===== src/rtl/dec_pkg.sv =====
// Shared constants, FIFO occupancy state and entry metadata for dec3to8_stream.
package dec_pkg;

    localparam int unsigned CODE_W   = 3;
    localparam int unsigned ONEHOT_W = 8;
    localparam int unsigned CNT_W    = 16;

    // Occupancy of the two-entry output buffer
    typedef enum logic [1:0] {
        EMPTY = 2'd0,
        ONE   = 2'd1,
        FULL  = 2'd2
    } fifo_state_t;

    // Per-entry record kept alongside each word for the round-trip check
    typedef struct packed {
        logic              en;
        logic [CODE_W-1:0] code;
    } entry_meta_t;

    // Binary index to one-hot word; a cleared enable gives an all-zero word
    function automatic logic [ONEHOT_W-1:0] decode_word(
        input logic [CODE_W-1:0] code,
        input logic              en
    );
        logic [ONEHOT_W-1:0] word;
        word = ONEHOT_W'(1) << code;
        return en ? word : '0;
    endfunction

endpackage


===== src/rtl/onehot_to_bin.sv =====
// One-hot to binary re-encoder: lowest set bit wins, zero flag when no bit is set.
module onehot_to_bin
    import dec_pkg::*;
(
    input  logic [ONEHOT_W-1:0] onehot,
    output logic [CODE_W-1:0]   idx,
    output logic                zero
);

    // Scan from the top down so the lowest set bit is written last
    always_comb begin
        idx  = '0;
        zero = 1'b1;
        for (int i = ONEHOT_W - 1; i >= 0; i--) begin
            if (onehot[i]) begin
                idx  = CODE_W'(i);
                zero = 1'b0;
            end
        end
    end

endmodule


===== src/rtl/dec3to8_stream.sv =====
// 3-to-8 decoder feeding a two-entry ready/valid output buffer with a
// transfer counter. Optional round-trip self-check under DEC3TO8_RTCHECK_EN.
module dec3to8_stream
    import dec_pkg::*;
(
    input  logic                clk,
    input  logic                rst,
    input  logic                in_valid,
    output logic                in_ready,
    input  logic [CODE_W-1:0]   in_code,
    input  logic                in_en,
    output logic                out_valid,
    input  logic                out_ready,
    output logic [ONEHOT_W-1:0] out_onehot,
    output logic [CNT_W-1:0]    beat_cnt,
    output logic                chk_err
);

    fifo_state_t         state_q, state_d;
    logic [ONEHOT_W-1:0] head_q, head_d;
    logic [ONEHOT_W-1:0] tail_q, tail_d;
    logic [CNT_W-1:0]    cnt_q, cnt_d;
    logic                in_ready_q, in_ready_d;
    logic                out_valid_q, out_valid_d;
    logic [ONEHOT_W-1:0] new_word;
    logic                push;
    logic                pop;

    assign new_word   = decode_word(in_code, in_en);
    // FULL never accepts, even when the head leaves in the same cycle
    assign push       = in_valid && (state_q != FULL);
    assign pop        = out_ready && (state_q != EMPTY);

    assign in_ready   = in_ready_q;
    assign out_valid  = out_valid_q;
    assign out_onehot = head_q;
    assign beat_cnt   = cnt_q;

    // Buffer occupancy, word movement and transfer counting
    always_comb begin
        state_d = state_q;
        head_d  = head_q;
        tail_d  = tail_q;
        cnt_d   = cnt_q;
        case (state_q)
            EMPTY: begin
                if (push) begin
                    head_d  = new_word;
                    state_d = ONE;
                end
            end
            ONE: begin
                if (push && pop) begin
                    head_d = new_word;
                end else if (push) begin
                    tail_d  = new_word;
                    state_d = FULL;
                end else if (pop) begin
                    state_d = EMPTY;
                end
            end
            FULL: begin
                if (pop) begin
                    head_d  = tail_q;
                    state_d = ONE;
                end
            end
            default: state_d = EMPTY;
        endcase
        if (pop) begin
            cnt_d = cnt_q + CNT_W'(1);
        end
        in_ready_d  = (state_d != FULL);
        out_valid_d = (state_d != EMPTY);
    end

    // State, data and handshake registers
    always_ff @(posedge clk) begin
        if (rst) begin
            state_q     <= EMPTY;
            head_q      <= '0;
            tail_q      <= '0;
            cnt_q       <= '0;
            in_ready_q  <= 1'b1;
            out_valid_q <= 1'b0;
        end else begin
            state_q     <= state_d;
            head_q      <= head_d;
            tail_q      <= tail_d;
            cnt_q       <= cnt_d;
            in_ready_q  <= in_ready_d;
            out_valid_q <= out_valid_d;
        end
    end

`ifdef DEC3TO8_RTCHECK_EN
    entry_meta_t         head_meta_q, head_meta_d;
    entry_meta_t         tail_meta_q, tail_meta_d;
    entry_meta_t         new_meta;
    logic [CODE_W-1:0]   enc_idx;
    logic                enc_zero;
    logic                multi_hot;
    logic                rt_fail;
    logic                err_q;

    assign new_meta = '{en: in_en, code: in_code};

    onehot_to_bin u_enc (
        .onehot (head_q),
        .idx    (enc_idx),
        .zero   (enc_zero)
    );

    assign multi_hot = |(head_q & (head_q - ONEHOT_W'(1)));
    assign rt_fail   = pop && ((!enc_zero && (enc_idx != head_meta_q.code)) ||
                               (head_meta_q.en && (enc_zero || multi_hot)));
    assign chk_err   = err_q;

    // Metadata follows its word through the buffer
    always_comb begin
        head_meta_d = head_meta_q;
        tail_meta_d = tail_meta_q;
        case (state_q)
            EMPTY: if (push) head_meta_d = new_meta;
            ONE: begin
                if (push && pop) begin
                    head_meta_d = new_meta;
                end else if (push) begin
                    tail_meta_d = new_meta;
                end
            end
            FULL: if (pop) head_meta_d = tail_meta_q;
            default: head_meta_d = head_meta_q;
        endcase
    end

    // Metadata registers and sticky mismatch flag
    always_ff @(posedge clk) begin
        if (rst) begin
            head_meta_q <= '0;
            tail_meta_q <= '0;
            err_q       <= 1'b0;
        end else begin
            head_meta_q <= head_meta_d;
            tail_meta_q <= tail_meta_d;
            if (rt_fail) begin
                err_q <= 1'b1;
            end
        end
    end
`else
    assign chk_err = 1'b0;
`endif

endmodule


===== config.mk =====
export PLATFORM = sky130hd
export DESIGN_NAME = dec3to8_stream
export DESIGN_NICKNAME = d
export VERILOG_FILES = /design/src/rtl/dec_pkg.sv /design/src/rtl/onehot_to_bin.sv /design/src/rtl/dec3to8_stream.sv
export SDC_FILE = /design/constraint.sdc
export NUM_CORES = 1
export LEC_CHECK = 0
export CORE_MARGIN = 2
export CORE_UTILIZATION = 25
export CTS_CLUSTER_DIAMETER = 50
export DETAILED_ROUTE_END_ITERATION = 8
export PLACE_DENSITY = 0.58
export SYNTH_ARGS = -nofsm -noshare
export SYNTH_HDL_FRONTEND = slang
export SYNTH_SLANG_ARGS = --single-unit

===== constraint.sdc =====
create_clock -name clk -period 1.6 [get_ports clk]
set_input_delay 0.16 -clock clk [delete_from_list [all_inputs] [get_ports clk]]
set_output_delay 0.16 -clock clk [all_outputs]
set_load 0.02 [all_outputs]

# After elaboration in Yosys (flattened, before gate mapping)
# Index checks and enable logic that the tools add are counted.
[classes]
n_addsub = 1
eq_ne = 7
shifts = 1
n_mux = 11
n_bitwise = 1
n_reduce_logical = 9
[ops]
columns = ["cell", "n"]
rows = [
  ["8-bit 2-to-1 mux", 4],
  ["8-bit case mux with 3 select lines", 1],
  ["16-bit by 1-bit adder with 16-bit output (second input constant)", 1],
  ["2-bit 2-to-1 mux", 5],
  ["2-bit inequality test (second input constant)", 5],
  ["1-bit by 3-bit left shift with 8-bit output (first input constant)", 1],
  ["2-bit case mux with 3 select lines", 1],
  ["4-bit AND reduction", 1],
  ["2-bit nonzero test", 2],
  ["1-bit logical AND", 3],
  ["3-bit AND reduction", 1],
  ["3-bit nonzero test", 1],
  ["2-bit by 1-bit equality test with 1-bit output (second input constant)", 1],
  ["2-bit equality test (second input constant)", 1],
  ["2-bit zero test", 1],
  ["1-bit inverter", 1],
]
[totals]
regBits = 36
inputBits = 8
output_inout_bits = 27
word_cells = 36

# Depth between registers and ports, before layout
[depth]
ltp_word = 7
mapped_depth = 6
mapped_depth_nobuf = 5

# Least setup slack after synthesis
# OpenSTA, ideal clock, no wires.
[synth_timing]
kind = "flip-flop to flip-flop"
from = "register cnt_q[4], in the netlist beat_cnt[4]"
to = "register cnt_q[15], in the netlist beat_cnt[15]"
setup_ns = 0.070
arrival_time_ns = 1.722
required_time_ns = 1.530
path_slack_ns = -0.192
stages_incl_launch_ff = 5
n_path_buf = 0
path_cell_list = "dfxtp_1 -> nand4_1 -> or4_4 -> or3_1 -> a21oi_1"
[synth_via]
elab_chain_cells = 1
[synth_lines]
columns = ["element", "line", "rtl"]
rows = [
  ["start: declaration", "dec3to8_stream.sv:22", "logic [CNT_W-1:0] cnt_q, cnt_d;"],
  ["start signal: assignment", "dec3to8_stream.sv:90", "cnt_q <= cnt_d;"],
  ["16-bit by 1-bit adder with 16-bit output", "dec3to8_stream.sv:71", "cnt_d = cnt_q + CNT_W'(1);"],
]
# Every way passes these cells.
# A chain may end at the register's enable or synchronous reset.

# Worst setup path after layout
[layout_timing]
from = "register cnt_q[0], in the netlist beat_cnt[0]"
to = "register cnt_q[15], in the netlist beat_cnt[15]"
# The elaborated chain is that of the path after synthesis.

==> flow_metrics.tcl <==
set metrics [dict create \
    syn_nets 190 \
    p_leak_nw 0.923 \
    synth_area_sq_um 1600 \
    period_share_pct 97.1 \
    portBuffers 33 \
    min_period_ns 1.55 \
    reg2reg_from "beat_cnt[0]$_SDFFE_PP0P_" \
    globalRouteMet3Util_pct 2.87 \
    setup_viol 0 \
    clkSinkCount 36 \
    grt_usage_pct 10.4 \
    irDropWorstVdd_uv 330 \
    die_area_sq_um 7060 \
    clkTransAtPathRegs_ns 0.08 \
    hold_start "tail_q[2]$_SDFFE_PP0P_" \
    reg2reg_setup_slack_ns 0.05 \
    ys.flop_type "dfxtp_1" \
    rsz0062_at_grt "true" \
    clk_latency_ns 0.29 \
    hp-class "reg2reg" \
    syn_inst 181 \
    drtPass1Iterations 4 \
    syn_avg_cell_area_sq_um 8.85 \
    htree_levels 2 \
    wl_microns 3530 \
    crit_fanout 5 \
    place_area_sq_um 2230 \
    setup_tns_ns 0 \
    r2r-end "beat_cnt[15]$_SDFFE_PP0P_" \
    yosysMostFrequentCell "dfxtp_1" \
    ys_ff_latch 36 \
    antenna_left 0 \
    slew_viol_final 0 \
    worst-setup-path-type "reg2reg" \
    skew_ns 0.0115 \
    start_util_pct 25.5 \
    fin_util_pct 37.4 \
    busiest_layer "met2" \
    grt_max_degree 17 \
    die_w_microns 84.0 \
    hold_path_depth 2 \
    dieHeight_microns 84.0 \
    place_congestion 0.772 \
    cts_hold_buf 0 \
    ioPinCount 35 \
    layout.nets 247 \
    hold_path_end "tail_q[2]$_SDFFE_PP0P_" \
    p_per_area_nw_per_um2 801 \
    cp-start-kind "register" \
    rows 29 \
    yosys-top-cells-area "dfxtp_1 45%, mux2i_1 9.4%, nor2_1 6.6%" \
    crit_path_cell_trace "nand4_1, or4_4, or3_1, a21oi_1" \
    use_met1_pct 13.4 \
    ys_warn_count 0 \
    ff2ff_path_depth 4 \
    cts_made_buffers 5 \
    yosysSeqAreaShare_pct 45.0 \
    syn2layout_area_growth_pct 46.7 \
    max_freq_ghz 0.643 \
    ys_types 35 \
    ys_top_cells_by_count "36 x dfxtp_1, 28 x nor2_1, 15 x mux2i_1, 9 x a21oi_1, 9 x nand2_1" \
    worst_path_largest_cell_delay_ns 0.52 \
    num_vias 1430 \
    synth_edf_count 0 \
    grt_overflow 0 \
    antennaDiodeCount 0 \
    synth_top_area_share_pct 45.0 \
    cts.path.max_buffers 2 \
    crit_required_ns 1.81 \
    hold_viol_final 0 \
    status "complete, no violations" \
    detail_route.iter0.violations 51 \
    core_sq_um 6280 \
    end_kind "register" \
    antenna_found_initial 0 \
    dp_hpwl_microns 2640 \
    arrival_ns 1.76 \
    fillers 622 \
    wl_per_cell_microns 11.2 \
    grt_pass1_vias 1278 \
    cts_root_buffer "clkbuf_8" \
    max-cap-violations 0 \
    yosys.area.top_type "dfxtp_1" \
    tritoncts "built" \
    design_area_sq_um 2350 \
    grt_pass1_wl_microns 5980 \
    cp_slowest_cell "or4_4" \
    drive_above_1_share_pct 20.9 \
    async_flop_share_pct 0 \
    drc 0 \
    met2_usage_pct 16.9 \
    viasPerCell 4.53 \
]
[worst max-delay path by stage]
stage | to | slack (ns) | cells past startpoint | startpoint
after floorplan | beat_cnt[15]$_SDFFE_PP0P_ | 0.002 | 4 | beat_cnt[0]$_SDFFE_PP0P_
after global placement | beat_cnt[13]$_SDFFE_PP0P_ | -0.23 | 5 | out_ready
after detailed placement | beat_cnt[15]$_SDFFE_PP0P_ | -0.28 | 5 | out_ready
after CTS | beat_cnt[15]$_SDFFE_PP0P_ | 0.007 | 4 | state_q[1]$_SDFF_PP0_
after global routing | beat_cnt[15]$_SDFFE_PP0P_ | -0.05 | 4 | beat_cnt[0]$_SDFFE_PP0P_
final | beat_cnt[15]$_SDFFE_PP0P_ | 0.05 | 4 | beat_cnt[0]$_SDFFE_PP0P_
[cell families (layout without fill, tap and decap cells)]
group                      count (synthesis)  after routing  synth area share (%)
DFF                                       36             36                  45.0
AOI/OAI and AO/OA                         28             28                  10.8
and+or+nand+nor                           75             75                  24.1
adders and majority gates                  1              1                 0.781
muxes                                     16             16                  10.1
xor gates and xnor gates                  10             10                  5.47
buffers and inverters                     14             72                  3.59
other                                      1              1                 0.234
[worst max-delay path, delay by kind of cell (launching register included)]
family | cells | cell delay [ns]
AO/OA/AOI/OAI | 1 | 0.14
flip-flops | 1 | 0.37
AND/OR/NAND/NOR | 3 | 0.96
[registers in the layout (all words and copies together) (netlist names)]
register	flops
tail_q	8
state_q	2
out_onehot	8
out_valid	1
in_ready	1
beat_cnt	16
[report_power, final]
group | switching (mW) | total [mW] | internal [mW]
combinational | 0.119 | 0.236 | 0.117
sequential | 0.0163 | 0.930 | 0.913
clock | 0.322 | 0.716 | 0.393
[layer usage]
layer	vias up	wire, microns
met5	-	0
met4	0	44
met3	5	126
met2	24	1620
met1	654	1740
li1	747	-
[placed cells by master (no fill, tap or decap), types with 2 or more instances in the layout]
| cell type | instances |
|---|---|
| nor3b_1 | 3 |
| nor3_1 | 6 |
| o21ai_1 | 6 |
| inv_1 | 3 |
| a211oi_1 | 8 |
| nor4_2 | 2 |
| nand2_1 | 9 |
| nor2_1 | 28 |
| nand2b_1 | 2 |
| nor2b_1 | 3 |
| dfxtp_2 | 5 |
| dfxtp_4 | 6 |
| clkdlybuf4s50_1 | 33 |
| xor2_1 | 3 |
| a21oi_1 | 9 |
| mux2i_1 | 15 |
| xnor2_1 | 7 |
| clkbuf_8 | 7 |
| nor4bb_1 | 2 |
| or3_1 | 4 |
| buf_4 | 27 |
| nand3_1 | 7 |
| dfxtp_1 | 25 |
| nand4_1 | 3 |
[repair_timing]
item,4_1_cts,5_1_grt
setup endpoints to repair,1,3
gates cloned,0,0
setup buffers,0,1
gates resized for setup,0,3
pin swaps,1,0
[per-stage QoR]
step                      hold slack [ns]  worst slack, ns  power [mW]  std cells
after floorplan                     0.368          0.00191        1.07        181
after global placement              0.443           -0.232        1.18        307
after detailed placement            0.451           -0.279        1.18        307
after CTS                           0.462          0.00664        1.91        315
after global routing                0.496          -0.0516        1.97        316
final                               0.462           0.0458        1.88        316
[cell type report]
type,count,area [sq um],share of cell area [%]
inverters,3,11.3,0.479
well taps,77,96.3,4.10
multi-input cells,131,840,35.7
clock buffers,8,100,4.26
repair buffers,61,553,23.5
flip-flops and latches,36,749,31.9
(Power assumes the default switching activity.)
